### config.mk
export PLATFORM = sky130hd
export DESIGN_NAME = wb_arbiter_flat
export DESIGN_NICKNAME = d
export VERILOG_FILES = /design/src/rtl/wb_arbiter_if.sv /design/src/rtl/wb_arbiter.sv /design/src/flat_wrapper.sv
export SDC_FILE = /design/constraint.sdc
export NUM_CORES = 1
export LEC_CHECK = 0
export CORE_ASPECT_RATIO = 0.5
export CORE_MARGIN = 1
export CORE_UTILIZATION = 54
export DETAILED_ROUTE_END_ITERATION = 6
export PLACE_DENSITY = 0.87
export SLEW_MARGIN = 0
export SYNTH_ARGS = -nofsm -noshare
export SYNTH_HDL_FRONTEND = slang
export SYNTH_SLANG_ARGS = --single-unit
### constraint.sdc
create_clock -name clk -period 10.2 [get_ports clk]
set_clock_uncertainty 0.1 [all_clocks]
set_input_delay 2.04 -clock clk [delete_from_list [all_inputs] [get_ports clk]]
set_output_delay 2.04 -clock clk [all_outputs]
set_load 0.1 [all_outputs]
### src/rtl/wb_arbiter_if.sv
`default_nettype none
// ============================================================================
// Module      : wb_arbiter_if
// Description : Bundle of the writeback arbiter's bus signals.
//               Pipeline result  : pipe_valid, pipe_rd[4:0], pipe_data[63:0]
//               Long-latency     : lu_valid, lu_ready, lu_rd[4:0], lu_data[63:0]
//               Issue tracking   : issue_valid, issue_rd[4:0]
//               Hazard check     : chk_rs1/2[4:0] -> busy_rs1/2
//               Register file    : write_addr[4:0], write_data[63:0], write_ena
//               Status           : err_waw (sticky)
//               modport master : the surrounding pipeline / decode logic
//               modport slave  : the arbiter itself
// Revision    : 1.0 - initial release
// ============================================================================
interface wb_arbiter_if;
    logic        pipe_valid;
    logic [4:0]  pipe_rd;
    logic [63:0] pipe_data;

    logic        lu_valid;
    logic        lu_ready;
    logic [4:0]  lu_rd;
    logic [63:0] lu_data;

    logic        issue_valid;
    logic [4:0]  issue_rd;

    logic [4:0]  chk_rs1;
    logic [4:0]  chk_rs2;
    logic        busy_rs1;
    logic        busy_rs2;

    logic [4:0]  write_addr;
    logic [63:0] write_data;
    logic        write_ena;
    logic        err_waw;

    modport master (
        output pipe_valid, pipe_rd, pipe_data,
        output lu_valid, lu_rd, lu_data,
        output issue_valid, issue_rd,
        output chk_rs1, chk_rs2,
        input  lu_ready, busy_rs1, busy_rs2,
        input  write_addr, write_data, write_ena, err_waw
    );

    modport slave (
        input  pipe_valid, pipe_rd, pipe_data,
        input  lu_valid, lu_rd, lu_data,
        input  issue_valid, issue_rd,
        input  chk_rs1, chk_rs2,
        output lu_ready, busy_rs1, busy_rs2,
        output write_addr, write_data, write_ena, err_waw
    );
endinterface
`default_nettype wire

### src/rtl/wb_arbiter.sv
`default_nettype none
// ============================================================================
// Module      : wb_arbiter
// Description : Writeback arbiter and register scoreboard. Merges in-order
//               pipeline results with buffered long-latency results into one
//               registered register-file write stream (never to x0), and
//               tracks registers with an outstanding long-latency write.
// Ports       : clk  - clock, all state on posedge
//               rst  - synchronous active-high reset
//               bus  - wb_arbiter_if.slave (pipeline, long-latency, issue,
//                      hazard check, register-file write, err_waw)
// Parameters  : DEPTH - long-latency buffer entries (power of two, >= 2)
// Revision    : 1.0 - initial release
// ============================================================================
module wb_arbiter #(
    parameter int DEPTH = 2
) (
    input  wire logic   clk,
    input  wire logic   rst,
    wb_arbiter_if.slave bus
);

    localparam int                  C_PTR_W   = (DEPTH > 1) ? $clog2(DEPTH) : 1;
    localparam logic [C_PTR_W-1:0]  C_PTR_ONE = C_PTR_W'(1);
    localparam logic [C_PTR_W:0]    C_CNT_ONE = (C_PTR_W + 1)'(1);
    localparam logic [C_PTR_W:0]    C_CNT_MAX = (C_PTR_W + 1)'(DEPTH);

    // Buffer storage and bookkeeping
    logic [4:0]         r_fifo_rd   [DEPTH];
    logic [63:0]        r_fifo_data [DEPTH];
    logic [C_PTR_W-1:0] r_wr_ptr;
    logic [C_PTR_W-1:0] r_rd_ptr;
    logic [C_PTR_W:0]   r_count;

    logic [31:0]        r_sb;
    logic [31:0]        w_sb_next;

    logic [4:0]         r_write_addr;
    logic [63:0]        r_write_data;
    logic               r_write_ena;
    logic               r_err_waw;

    logic               w_lu_ready;
    logic               w_pipe_wr;
    logic               w_empty;
    logic               w_pop;
    logic               w_push;
    logic [4:0]         w_head_rd;
    logic [63:0]        w_head_data;

    assign w_lu_ready  = !rst && (r_count < C_CNT_MAX);
    assign w_pipe_wr   = bus.pipe_valid && (bus.pipe_rd != 5'd0);
    assign w_empty     = (r_count == '0);
    // A dropped x0 pipeline result leaves the write slot free for the buffer.
    assign w_pop       = !w_pipe_wr && !w_empty;
    // x0 results complete the handshake but are discarded, never stored.
    assign w_push      = bus.lu_valid && w_lu_ready && (bus.lu_rd != 5'd0);
    assign w_head_rd   = r_fifo_rd[r_rd_ptr];
    assign w_head_data = r_fifo_data[r_rd_ptr];

    // Clear on pop is applied first so a same-cycle issue to the same
    // register leaves the bit set.
    always_comb begin
        w_sb_next = r_sb;
        if (w_pop) begin
            w_sb_next[w_head_rd] = 1'b0;
        end
        if (bus.issue_valid && (bus.issue_rd != 5'd0)) begin
            w_sb_next[bus.issue_rd] = 1'b1;
        end
        w_sb_next[0] = 1'b0;
    end

    // Buffer payload needs no reset: validity is tracked by r_count.
    always_ff @(posedge clk) begin
        if (w_push) begin
            r_fifo_rd[r_wr_ptr]   <= bus.lu_rd;
            r_fifo_data[r_wr_ptr] <= bus.lu_data;
        end
    end

    always_ff @(posedge clk) begin
        if (rst) begin
            r_wr_ptr <= '0;
            r_rd_ptr <= '0;
            r_count  <= '0;
        end else begin
            if (w_push) begin
                r_wr_ptr <= r_wr_ptr + C_PTR_ONE;
            end
            if (w_pop) begin
                r_rd_ptr <= r_rd_ptr + C_PTR_ONE;
            end
            case ({w_push, w_pop})
                2'b10:   r_count <= r_count + C_CNT_ONE;
                2'b01:   r_count <= r_count - C_CNT_ONE;
                default: r_count <= r_count;
            endcase
        end
    end

    always_ff @(posedge clk) begin
        if (rst) begin
            r_sb <= '0;
        end else begin
            r_sb <= w_sb_next;
        end
    end

    always_ff @(posedge clk) begin
        if (rst) begin
            r_write_addr <= '0;
            r_write_data <= '0;
            r_write_ena  <= 1'b0;
        end else if (w_pipe_wr) begin
            r_write_addr <= bus.pipe_rd;
            r_write_data <= bus.pipe_data;
            r_write_ena  <= 1'b1;
        end else if (w_pop) begin
            r_write_addr <= w_head_rd;
            r_write_data <= w_head_data;
            r_write_ena  <= 1'b1;
        end else begin
            r_write_ena  <= 1'b0;
        end
    end

    // Sticky hazard flag: the pipeline write itself still goes ahead.
    always_ff @(posedge clk) begin
        if (rst) begin
            r_err_waw <= 1'b0;
        end else if (w_pipe_wr && r_sb[bus.pipe_rd]) begin
            r_err_waw <= 1'b1;
        end
    end

    assign bus.lu_ready   = w_lu_ready;
    assign bus.busy_rs1   = r_sb[bus.chk_rs1];
    assign bus.busy_rs2   = r_sb[bus.chk_rs2];
    assign bus.write_addr = r_write_addr;
    assign bus.write_data = r_write_data;
    assign bus.write_ena  = r_write_ena;
    assign bus.err_waw    = r_err_waw;

endmodule
`default_nettype wire

### src/flat_wrapper.sv
// flat-port wrapper written by rule: the top's interface ports become plain ports
module wb_arbiter_flat 
#(
    parameter int DEPTH = 2
)
  (clk, rst, bus_pipe_valid, bus_pipe_rd, bus_pipe_data, bus_lu_valid, bus_lu_rd, bus_lu_data, bus_issue_valid, bus_issue_rd, bus_chk_rs1, bus_chk_rs2, bus_lu_ready, bus_busy_rs1, bus_busy_rs2, bus_write_addr, bus_write_data, bus_write_ena, bus_err_waw);
  wb_arbiter_if bus_i ();
  input  wire logic clk;
  input  wire logic rst;
  input wire logic [$bits(bus_i.pipe_valid)-1:0] bus_pipe_valid;
  input wire logic [$bits(bus_i.pipe_rd)-1:0] bus_pipe_rd;
  input wire logic [$bits(bus_i.pipe_data)-1:0] bus_pipe_data;
  input wire logic [$bits(bus_i.lu_valid)-1:0] bus_lu_valid;
  input wire logic [$bits(bus_i.lu_rd)-1:0] bus_lu_rd;
  input wire logic [$bits(bus_i.lu_data)-1:0] bus_lu_data;
  input wire logic [$bits(bus_i.issue_valid)-1:0] bus_issue_valid;
  input wire logic [$bits(bus_i.issue_rd)-1:0] bus_issue_rd;
  input wire logic [$bits(bus_i.chk_rs1)-1:0] bus_chk_rs1;
  input wire logic [$bits(bus_i.chk_rs2)-1:0] bus_chk_rs2;
  output wire logic [$bits(bus_i.lu_ready)-1:0] bus_lu_ready;
  output wire logic [$bits(bus_i.busy_rs1)-1:0] bus_busy_rs1;
  output wire logic [$bits(bus_i.busy_rs2)-1:0] bus_busy_rs2;
  output wire logic [$bits(bus_i.write_addr)-1:0] bus_write_addr;
  output wire logic [$bits(bus_i.write_data)-1:0] bus_write_data;
  output wire logic [$bits(bus_i.write_ena)-1:0] bus_write_ena;
  output wire logic [$bits(bus_i.err_waw)-1:0] bus_err_waw;
  assign bus_i.pipe_valid = bus_pipe_valid;
  assign bus_i.pipe_rd = bus_pipe_rd;
  assign bus_i.pipe_data = bus_pipe_data;
  assign bus_i.lu_valid = bus_lu_valid;
  assign bus_i.lu_rd = bus_lu_rd;
  assign bus_i.lu_data = bus_lu_data;
  assign bus_i.issue_valid = bus_issue_valid;
  assign bus_i.issue_rd = bus_issue_rd;
  assign bus_i.chk_rs1 = bus_chk_rs1;
  assign bus_i.chk_rs2 = bus_chk_rs2;
  assign bus_lu_ready = bus_i.lu_ready;
  assign bus_busy_rs1 = bus_i.busy_rs1;
  assign bus_busy_rs2 = bus_i.busy_rs2;
  assign bus_write_addr = bus_i.write_addr;
  assign bus_write_data = bus_i.write_data;
  assign bus_write_ena = bus_i.write_ena;
  assign bus_err_waw = bus_i.err_waw;
  wb_arbiter #(.DEPTH(DEPTH)) u_core (.clk(clk), .rst(rst), .bus(bus_i));
endmodule
## Word level (Yosys, flattened, before mapping)

Memories as Yosys holds them, arrays and structs flattened. A register that Yosys moved wholly into a read port is not among the register bits.
Index checks and enable logic that the tools add are counted.
Widths: inputs -> output; s select.

| cells by class | value |
|---|---|
| multiplexer cells | 25 |
| bitwise logic cells | 3 |
| equal/unequal tests | 2 |
| order comparisons | 8 |
| reduce and logical (&&, ||, !) cells | 18 |
| $add $sub $neg | 4 |

Operators by type and width:

| kind | count |
|---|---|
| $mux 64 | 2 |
| $mux 32 | 2 |
| $and 32x32->32 | 1 |
| $not 32->32 | 1 |
| $or 32x32->32 | 1 |
| $lt 5x6->1 const B | 5 |
| $bmux 1 s5 | 3 |
| $reduce_bool 5->1 | 3 |
| $mux 1 | 13 |
| $demux 1 s5 | 2 |
| $ge 5x1->1 const B | 2 |
| $mux 5 | 2 |
| $logic_and 1x1->1 | 9 |
| $pmux 2 s2 | 1 |
| $reduce_bool 2->1 | 2 |
| $logic_not 1->1 | 3 |
| $add 1x1->1 const B | 2 |
| $add 2x1->2 const B | 1 |
| $eq 2x1->1 const B | 1 |
| $eq 2x2->1 const B | 1 |
| $logic_not 2->1 | 1 |
| $lt 2x2->1 const B | 1 |
| $sub 2x1->2 const B | 1 |

| word-level totals | value |
|---|---|
| register bits | 107 |
| bits in writable memories | 138 |
| output and inout port bits | 74 |
| memories kept | 2 |
| input bits | 158 |

Memory list:

| name | words | bits a word | read ports | clocked after memory_dff | wr ports | line | RTL |
|---|---|---|---|---|---|---|---|
| u_core.r_fifo_data | 2 | 64 | 1 | 1 | 1 | wb_arbiter.sv:30 | `logic [63:0] r_fifo_data [DEPTH];` |
| u_core.r_fifo_rd | 2 | 5 | 1 | 1 | 1 | wb_arbiter.sv:29 | `logic [4:0] r_fifo_rd [DEPTH];` |

## Logic depth before layout (Yosys ltp)

Gate-level depths: netlist (run 1).

| depth | value |
|---|---|
| depth after elaboration | 9 |
| mapped depth | 10 |
| depth with buffers taken out | 7 |

## Worst setup path after synthesis (run 1)

No wires, ideal clock.

| path | value |
|---|---|
| path kind | in2reg |
| from | input port rst |
| to | memory u_core.r_fifo_data[0][0], enable pin |
| setup time | 0.496 ns |
| cell stages on the path | 4 |
| path slack | 2.674 ns |
| path buffers | 1 |
| arrival | 6.930 ns |
| required time | 9.604 ns |
| cells stage by stage | clkbuf_1 -> nor2_1 -> o211ai_1 -> nor2_1 |

| between the ends | value |
|---|---|
| longest elaborated chain between the ends | 6 |

RTL lines:

| item | line | RTL |
|---|---|---|
| start, declared | flat_wrapper.sv:9 | `input wire logic rst;` |
| $logic_not 1->1 | wb_arbiter.sv:51 | `assign w_lu_ready = !rst && (r_count < C_CNT_MAX);` |
| $logic_and 1x1->1 | wb_arbiter.sv:51 |  |
| named net bus_lu_ready | flat_wrapper.sv:20 | `output wire logic [$bits(bus_i.lu_ready)-1:0] bus_lu_ready;` |
| $logic_and 1x1->1 (2 in series) | wb_arbiter.sv:57 | `assign w_push = bus.lu_valid && w_lu_ready && (bus.lu_rd != 5'd0);` |
| $mux 1 | wb_arbiter.sv:76 | `if (w_push) begin` |
| $mux 1 (not written as such) | wb_arbiter.sv:78 | `r_fifo_data[r_wr_ptr] <= bus.lu_data;` |
| end, declared | wb_arbiter.sv:30 |  |

The timed path passes the listed nets, and every way through them passes these cells.

## Worst setup path after layout (run 1)

| path | value |
|---|---|
| from | input port bus_chk_rs1[0] |
| to | output port bus_busy_rs1 |

| between the ends | value |
|---|---|
| longest elaborated chain between the ends | 2 |

RTL lines:

| item | line | RTL |
|---|---|---|
| start, declared | flat_wrapper.sv:18 | `input wire logic [$bits(bus_i.chk_rs1)-1:0] bus_chk_rs1;` |
| $bmux 1 s5 | wb_arbiter.sv:138 | `assign bus.busy_rs1 = r_sb[bus.chk_rs1];` |
| $mux 1 (not written as such) | wb_arbiter.sv:138 |  |
| end, declared | flat_wrapper.sv:21 | `output wire logic [$bits(bus_i.busy_rs1)-1:0] bus_busy_rs1;` |

Every way passes these cells. The select of a mux whose other input is x is not followed.

==> metrics.txt, run 1 <==
# TYPE chip_impl_metric gauge
chip_impl_metric{name="fp.dieH",unit="um"} 99.7
chip_impl_metric{name="largest_net_degree_at_the_start_of_global_routing",unit=""} 118
chip_impl_metric{name="cp_slowest_stage_delay",unit="ns"} 0.97
chip_impl_metric{name="cts.repair.resized",unit=""} 0
chip_impl_metric{name="pins_over_slew_limit",unit=""} 0
chip_impl_info{name="min_path_type",value="reg2reg"} 1
chip_impl_metric{name="globalplace.congestion",unit=""} 1.00
chip_impl_metric{name="cts_htree_levels",unit=""} 1
chip_impl_metric{name="peak_supply_drop",unit="mV"} 0.256
chip_impl_info{name="rsz0062_at_grt",value="no"} 1
chip_impl_metric{name="finalWorstPathRequiredPeriod",unit="ns"} 7.26
chip_impl_metric{name="setup_tns_final",unit="ns"} 0
chip_impl_metric{name="intPower",unit="mW"} 1.92
chip_impl_info{name="r2r-end",value="u_core.r_fifo_data[1][54]$_DFFE_PP_"} 1
chip_impl_metric{name="finalSetupViolations",unit=""} 0
chip_impl_metric{name="max_clock_freq",unit="GHz"} 0.138
chip_impl_metric{name="maxCapViolCount",unit=""} 0
chip_impl_info{name="layout.cells.most_common",value="sky130_fd_sc_hd__clkdlybuf4s50_1"} 1
chip_impl_metric{name="cts_made_buffers",unit=""} 23
chip_impl_metric{name="postCtsSetupBuffers",unit=""} 0
chip_impl_metric{name="p_switching",unit="mW"} 1.19
chip_impl_metric{name="effective_utilization_at_floorplan",unit="%"} 55.6
chip_impl_info{name="path_cells",value="clkdlybuf4s50_1 -> mux4_2 -> mux4_2 -> mux2_2 -> clkdlybuf4s50_1"} 1
chip_impl_metric{name="final.period_utilization",unit="%"} 71.2
chip_impl_metric{name="timing.critical_path.depth",unit=""} 5
chip_impl_metric{name="numClockSinks",unit=""} 245
chip_impl_metric{name="drt_wl_total",unit="um"} 26500
chip_impl_metric{name="post-dp-hpwl",unit="um"} 17300
chip_impl_metric{name="yosys_warnings",unit=""} 0
chip_impl_metric{name="synth-seq-area-share",unit="%"} 61.0
chip_impl_info{name="timing.critical_path.slowest_stage_cell",value="sky130_fd_sc_hd__clkdlybuf4s50_1"} 1
chip_impl_info{name="worstSetupStartpoint",value="bus_chk_rs1[0]"} 1
chip_impl_metric{name="detail_route.first_pass.iterations",unit=""} 5
chip_impl_metric{name="avgSynthCellArea",unit="um^2"} 12.0
chip_impl_metric{name="timing.critical_path.buf_inv",unit=""} 2
chip_impl_metric{name="wl_per_instance",unit="um"} 20.0
chip_impl_metric{name="grt_usage",unit="%"} 26.8
chip_impl_metric{name="rows",unit=""} 35
chip_impl_metric{name="drt-initial-drc-count",unit=""} 568
chip_impl_metric{name="max_slew.worst_pin.slew",unit="ns"} 1.20
chip_impl_metric{name="synth-edff-count",unit=""} 138
chip_impl_metric{name="via_per_inst",unit=""} 5.91
chip_impl_metric{name="timing.slew.headroom",unit="%"} 19.7
chip_impl_metric{name="area_growth_syn_to_layout",unit="%"} 30.5
chip_impl_metric{name="num_antenna_cells",unit=""} 0
chip_impl_metric{name="finalNetCount",unit=""} 1212
chip_impl_metric{name="clkSlewWorstSetupHoldPaths",unit="ns"} 0.06
chip_impl_metric{name="fp.dieArea",unit="mm^2"} 0.0197
chip_impl_info{name="crit_path_end",value="bus_busy_rs1"} 1
chip_impl_metric{name="rrSetupSlack",unit="ns"} 7.36
chip_impl_metric{name="dieWidth",unit="um"} 197
chip_impl_info{name="crit_path_start_kind",value="input pin"} 1
chip_impl_metric{name="synth_nets",unit=""} 1015
chip_impl_info{name="crit_path_max_delay_family",value="buffers and inverters"} 1
chip_impl_metric{name="combinationalPowerShare",unit="%"} 35.0
chip_impl_metric{name="worst_r2r_path_depth",unit=""} 4
chip_impl_metric{name="syn-instance-count",unit=""} 856
chip_impl_metric{name="count_of_antenna_violating_nets_left_after_detailed_routing",unit=""} 0
chip_impl_metric{name="worst-endpoint-required",unit="ns"} 8.06
chip_impl_info{name="ctsRootBufferMaster",value="sky130_fd_sc_hd__clkbuf_16"} 1
chip_impl_metric{name="ctsLongestPathBuffers",unit=""} 3
chip_impl_metric{name="sequentialPowerShare",unit="%"} 38.5
chip_impl_metric{name="ys_seq_elements",unit=""} 245
chip_impl_info{name="clock_tree_from_tritoncts",value="done"} 1
chip_impl_info{name="path_class",value="in2out"} 1
chip_impl_metric{name="core",unit="mm^2"} 0.0185
chip_impl_info{name="critical_path.reg2reg.startpoint",value="u_core.r_count[1]$_SDFFE_PP0P_"} 1
chip_impl_metric{name="globalRouteOverflowTotal",unit=""} 0
chip_impl_info{name="outcome",value="finished, final reports clean"} 1
chip_impl_metric{name="power.density_cell_area",unit="mW/mm^2"} 231
chip_impl_metric{name="ys_async_sr_fraction",unit="%"} 0
chip_impl_metric{name="cellLeakagePower",unit="nW"} 4.39
chip_impl_metric{name="critical_path_arrival",unit="ns"} 5.12
chip_impl_metric{name="ratio_of_cells_with_drive_above_1_in_the_final_layout",unit="%"} 7.76
chip_impl_metric{name="dr_total_vias",unit=""} 7849
chip_impl_metric{name="hold_viol",unit=""} 0
chip_impl_metric{name="critical_path.max_fanout",unit=""} 8
chip_impl_metric{name="design_area",unit="mm^2"} 0.0134
chip_impl_metric{name="synthesis.area",unit="mm^2"} 0.0103
chip_impl_metric{name="clock_power_share",unit="%"} 26.5
chip_impl_metric{name="switching_share",unit="%"} 38.3
chip_impl_metric{name="boundaryPins",unit=""} 232
chip_impl_metric{name="hold_buffers",unit=""} 0
chip_impl_info{name="worst_setup_path_end_kind",value="output port"} 1
chip_impl_info{name="most-common-layout-cells",value="sky130_fd_sc_hd__clkdlybuf4s50_1 (230), sky130_fd_sc_hd__nand2_1 (174), sky130_fd_sc_hd__edfxtp_1 (138)"} 1
chip_impl_info{name="dominantRegCellSynth",value="sky130_fd_sc_hd__edfxtp_1"} 1
chip_impl_metric{name="netlist-cell-type-count",unit=""} 36
chip_impl_metric{name="i_o_buffers",unit=""} 231
chip_impl_metric{name="grt_pass1_wl",unit="um"} 41400
chip_impl_metric{name="insertion_delay",unit="ns"} 0.51
chip_impl_metric{name="drcViolationCount",unit=""} 0
chip_impl_metric{name="placed_cell_area",unit="mm^2"} 0.0127
chip_impl_metric{name="number_of_antenna_violations_at_the_first_check_in_global_routing",unit=""} 0
chip_impl_metric{name="grt_pass1_vias",unit=""} 7890
==> cell usage after synthesis (all sizes together) (2+ instances only) <==
library cell,count,share of area [%]
a21oi,104,5.1
nor2,14,0.51
mux2i,76,7.4
mux4,24,5.2
nor3,2,0.097
xnor2,2,0.17
nor2b,3,0.18
nand2b,4,0.24
o21ai,2,0.097
nand3,9,0.44
dfxtp,107,21
or3,4,0.24
o41ai,32,2.8
or2,2,0.12
inv,2,0.073
edfxtp,138,40
clkbuf,32,1.2
buf,36,1.8
a41oi,2,0.17
o211ai,70,5.1
mux2,9,0.98
nand2,174,6.3
==> stage by stage <==
stage	utilization, %	worst slack (ns)	hold WS, ns	instances	total power [mW]
2_1_floorplan	-	2.67	0.359	856	2.01
3_3_place_gp	68.7	2.99	0.377	1287	2.28
3_5_place_dp	68.7	2.92	0.396	1287	2.30
4_1_cts	72.6	2.92	0.415	1329	3.12
5_1_grt	72.6	2.85	0.435	1329	3.23
6_report	72.6	2.94	0.424	1329	3.11
==> flip-flops by register name, indices dropped and copies added (netlist names), named ones only <==
register / flops
u_core.r_fifo_data: 128
u_core.bus.err_waw: 1
u_core.r_rd_ptr: 1
u_core.r_wr_ptr: 1
u_core.r_sb: 31
u_core.bus.write_data: 64
u_core.bus.write_addr: 5
u_core.r_count: 2
u_core.bus.write_ena: 1
u_core.r_fifo_rd: 10
==> worst min-delay path by stage <==
stage,from,to,slack [ns],cells after the start
finish,u_core.r_sb[30]$_SDFF_PP0_,u_core.r_sb[30]$_SDFF_PP0_,0.42,2
global route,u_core.r_sb[30]$_SDFF_PP0_,u_core.r_sb[30]$_SDFF_PP0_,0.44,2
CTS,u_core.r_sb[30]$_SDFF_PP0_,u_core.r_sb[30]$_SDFF_PP0_,0.41,2
detailed placement,u_core.r_sb[30]$_SDFF_PP0_,u_core.r_sb[30]$_SDFF_PP0_,0.40,2
global placement,u_core.r_rd_ptr$_SDFFE_PP0N_,flop,0.38,2
floorplan,u_core.r_sb[10]$_SDFF_PP0_,u_core.r_sb[10]$_SDFF_PP0_,0.36,2
==> cell type report <==
class / count / area [um^2]
timing repair buffer: 240 / 2380
clock buffer: 31 / 626
clock inverter: 11 / 92.6
sequential: 245 / 6290
tap: 259 / 324
multi-input combinational: 541 / 3730
fill: 1279 / 5080
inverter: 2 / 7.51
==> power groups by stage <==
stage / registers (mW) / logic, mW / clock network, mW
2_1_floorplan: 1.58 / 0.429 / 0
3_3_place_gp: 1.21 / 1.06 / 0
3_5_place_dp: 1.22 / 1.08 / 0
4_1_cts: 1.20 / 1.09 / 0.834
5_1_grt: 1.21 / 1.15 / 0.874
6_report: 1.20 / 1.09 / 0.826
==> cells by family after synthesis <==
kind of cell | Yosys count | share of synthesized area (%)
muxes | 109 | 13.7
AOI/OAI and AO/OA | 213 | 13.5
DFF | 245 | 61.0
buffers and inverters | 70 | 3.07
and+or+nand+nor | 215 | 8.37
adders and majority gates | 1 | 0.121
xor gates and xnor gates | 3 | 0.255
==> tightest hold or removal path, cell delays in order, from the launching register on <==
cell and delay [ns]:
sky130_fd_sc_hd__dfxtp_1 0.34, sky130_fd_sc_hd__o41ai_1 0.07, sky130_fd_sc_hd__a21oi_1 0.06
==> routing by layer <==
| layer | GRT usage [%] | routed length, um |
|---|---|---|
| met1 | 33.3 | 10400 |
| met2 | 48.0 | 13500 |
| met3 | 4.24 | 1750 |
| met4 | 9.42 | 821 |
| met5 | 0 | 0 |
Power figures use the tool's default switching activity.
==> run 2, diff against run 1 <==
- CORE_UTILIZATION: 54 -> 51
- PLACE_DENSITY: 0.87 -> 0.83
- clock period: 10.2 -> 7.1 ns (I/O delays scaled with it)
==> metrics.txt, run 2 (same netlist as run 1, synthesis figures left out) <==
# TYPE chip_impl_metric gauge
chip_impl_info{name="outcome",value="finished, final reports clean"} 1
chip_impl_info{name="critical_path.reg2reg.startpoint",value="u_core.r_count[1]$_SDFFE_PP0P_"} 1
chip_impl_metric{name="fp.dieArea",unit="mm^2"} 0.0208
chip_impl_metric{name="worst_r2r_path_depth",unit=""} 4
chip_impl_info{name="largest_register",value="u_core.r_fifo_data"} 1
chip_impl_info{name="crit_path_start_kind",value="input pin"} 1
chip_impl_metric{name="combinationalPowerShare",unit="%"} 34.1
chip_impl_metric{name="power.density_cell_area",unit="mW/mm^2"} 334
chip_impl_metric{name="cts_htree_levels",unit=""} 1
chip_impl_info{name="path_class",value="in2out"} 1
chip_impl_metric{name="via_per_inst",unit=""} 5.86
chip_impl_metric{name="sequentialPowerShare",unit="%"} 38.4
chip_impl_metric{name="fp.dieH",unit="um"} 102
chip_impl_metric{name="post-dp-hpwl",unit="um"} 17800
chip_impl_metric{name="hold_viol",unit=""} 0
chip_impl_metric{name="clkSlewWorstSetupHoldPaths",unit="ns"} 0.07
chip_impl_info{name="ctsRootBufferMaster",value="sky130_fd_sc_hd__clkbuf_16"} 1
chip_impl_metric{name="globalRouteOverflowTotal",unit=""} 0
chip_impl_info{name="worstSetupStartpoint",value="bus_chk_rs1[0]"} 1
chip_impl_metric{name="numClockSinks",unit=""} 245
chip_impl_metric{name="clock_power_share",unit="%"} 27.4
chip_impl_metric{name="insertion_delay",unit="ns"} 0.51
chip_impl_metric{name="drt-initial-drc-count",unit=""} 505
chip_impl_metric{name="cts.repair.resized",unit=""} 0
chip_impl_metric{name="number_of_antenna_violations_at_the_first_check_in_global_routing",unit=""} 0
chip_impl_metric{name="peak_supply_drop",unit="mV"} 0.276
chip_impl_metric{name="worst-endpoint-required",unit="ns"} 5.58
chip_impl_metric{name="largest_net_degree_at_the_start_of_global_routing",unit=""} 108
chip_impl_metric{name="max_clock_freq",unit="GHz"} 0.166
chip_impl_metric{name="hold_buffers",unit=""} 0
chip_impl_metric{name="rows",unit=""} 36
chip_impl_metric{name="final.period_utilization",unit="%"} 84.8
chip_impl_info{name="worst_setup_path_end_kind",value="output port"} 1
chip_impl_metric{name="postCtsSetupBuffers",unit=""} 0
chip_impl_metric{name="worst_hold_slack",unit="ns"} 0.419
chip_impl_metric{name="critical_path.max_fanout",unit=""} 8
chip_impl_metric{name="pins_over_slew_limit",unit=""} 0
chip_impl_info{name="min_path_type",value="reg2reg"} 1
chip_impl_metric{name="whs_path_depth",unit=""} 2
chip_impl_metric{name="finalNetCount",unit=""} 1211
chip_impl_info{name="most-common-layout-cells",value="sky130_fd_sc_hd__clkdlybuf4s50_1 (230), sky130_fd_sc_hd__nand2_1 (174), sky130_fd_sc_hd__edfxtp_1 (138)"} 1
chip_impl_metric{name="setup_tns_final",unit="ns"} 0
chip_impl_metric{name="rrSetupSlack",unit="ns"} 4.17
chip_impl_info{name="holdCritStartpoint",value="u_core.r_sb[21]$_SDFF_PP0_"} 1
chip_impl_info{name="rsz0062_at_grt",value="no"} 1
chip_impl_metric{name="finalSetupViolations",unit=""} 0
chip_impl_metric{name="wl_per_instance",unit="um"} 20.1
chip_impl_metric{name="finalWorstPathRequiredPeriod",unit="ns"} 6.02
chip_impl_metric{name="ratio_of_cells_with_drive_above_1_in_the_final_layout",unit="%"} 7.58
chip_impl_info{name="hold-path-endpoint",value="u_core.r_sb[21]$_SDFF_PP0_"} 1
chip_impl_metric{name="max_slew.worst_pin.slew",unit="ns"} 1.19
chip_impl_metric{name="effective_utilization_at_floorplan",unit="%"} 52.4
chip_impl_metric{name="dr_total_vias",unit=""} 7812
chip_impl_metric{name="cellLeakagePower",unit="nW"} 4.40
chip_impl_info{name="layout.cells.most_common",value="sky130_fd_sc_hd__clkdlybuf4s50_1"} 1
chip_impl_info{name="clock_tree_from_tritoncts",value="done"} 1
chip_impl_metric{name="timing.slew.headroom",unit="%"} 20.8
chip_impl_metric{name="boundaryPins",unit=""} 232
chip_impl_metric{name="p_switching",unit="mW"} 1.70
chip_impl_metric{name="placement.setup.worst_slack",unit="ns"} 1.05
chip_impl_metric{name="area_growth_syn_to_layout",unit="%"} 30.9
chip_impl_metric{name="grt_pass1_wl",unit="um"} 41000
chip_impl_metric{name="largest_register_ffs",unit=""} 128
chip_impl_metric{name="i_o_buffers",unit=""} 231
chip_impl_metric{name="detail_route.first_pass.iterations",unit=""} 5
chip_impl_metric{name="drt_wl_total",unit="um"} 26800
chip_impl_metric{name="core",unit="mm^2"} 0.0196
chip_impl_metric{name="critical_path_arrival",unit="ns"} 4.50
chip_impl_metric{name="ctsLongestPathBuffers",unit=""} 3
chip_impl_metric{name="grt_pass1_vias",unit=""} 7736
chip_impl_metric{name="total_power",unit="mW"} 4.51
chip_impl_metric{name="switching_share",unit="%"} 37.8
chip_impl_metric{name="drcViolationCount",unit=""} 0
chip_impl_metric{name="dieWidth",unit="um"} 203
chip_impl_metric{name="post-route-worst-setup-slack",unit="ns"} 1.08
chip_impl_metric{name="maxCapViolCount",unit=""} 0
chip_impl_metric{name="intPower",unit="mW"} 2.81
chip_impl_info{name="r2r-end",value="u_core.r_fifo_data[1][60]$_DFFE_PP_"} 1
chip_impl_metric{name="grt_usage",unit="%"} 25.3
chip_impl_metric{name="count_of_antenna_violating_nets_left_after_detailed_routing",unit=""} 0
chip_impl_metric{name="num_antenna_cells",unit=""} 0
chip_impl_metric{name="cts_made_buffers",unit=""} 22
chip_impl_metric{name="globalplace.congestion",unit=""} 1.04
## run 2: layout make-up
| type | instances | area [um^2] |
|---|---|---|
| multi-input combinational | 541 | 3730 |
| clock inverter | 8 | 100 |
| tap | 266 | 333 |
| clock buffer | 32 | 651 |
| inverter | 2 | 7.51 |
| sequential | 245 | 6290 |
| fill | 1426 | 6150 |
| timing repair buffer | 240 | 2380 |
## run 2: per-stage QoR
stage	util [%]	std cells	instance area, um^2
floorplan	-	856	10300
global placement	64.8	1294	12700
detailed placement	64.8	1294	12700
CTS	68.7	1334	13500
global route	68.7	1334	13500
finish	68.7	1334	13500
## run 2: per-layer routing
| layer | GRT usage [%] | vias up | wire (um) |
|---|---|---|---|
| li1 | - | 3611 | - |
| met1 | 32.0 | 3814 | 10700 |
| met2 | 44.2 | 307 | 13600 |
| met3 | 4.15 | 80 | 1670 |
| met4 | 10.0 | 0 | 896 |
| met5 | 0 | - | 0 |
## run 2: critical path: stages
cell                              delay, ns
sky130_fd_sc_hd__clkdlybuf4s50_1       0.79
sky130_fd_sc_hd__mux4_2                0.57
sky130_fd_sc_hd__mux4_2                0.48
sky130_fd_sc_hd__mux2_2                0.28
sky130_fd_sc_hd__clkdlybuf4s50_1       0.96
## run 2: power by group through the flow
stage / combinational [mW] / clock (mW) / sequential [mW]
floorplan: 0.617 / 0 / 2.27
global placement: 1.51 / 0 / 1.76
detailed placement: 1.54 / 0 / 1.76
CTS: 1.54 / 1.25 / 1.73
global route: 1.63 / 1.31 / 1.75
finish: 1.54 / 1.24 / 1.73
## run 2: how the worst max path moves through the flow
stage	slack (ns)	endpoint
after detailed placement	1.05	bus_busy_rs2
after CTS	1.04	bus_busy_rs2
final	1.08	bus_busy_rs1
after global routing	0.95	bus_busy_rs2
after floorplan	0.19	u_core.r_fifo_data[0][0]$_DFFE_PP_
after global placement	1.13	bus_busy_rs1
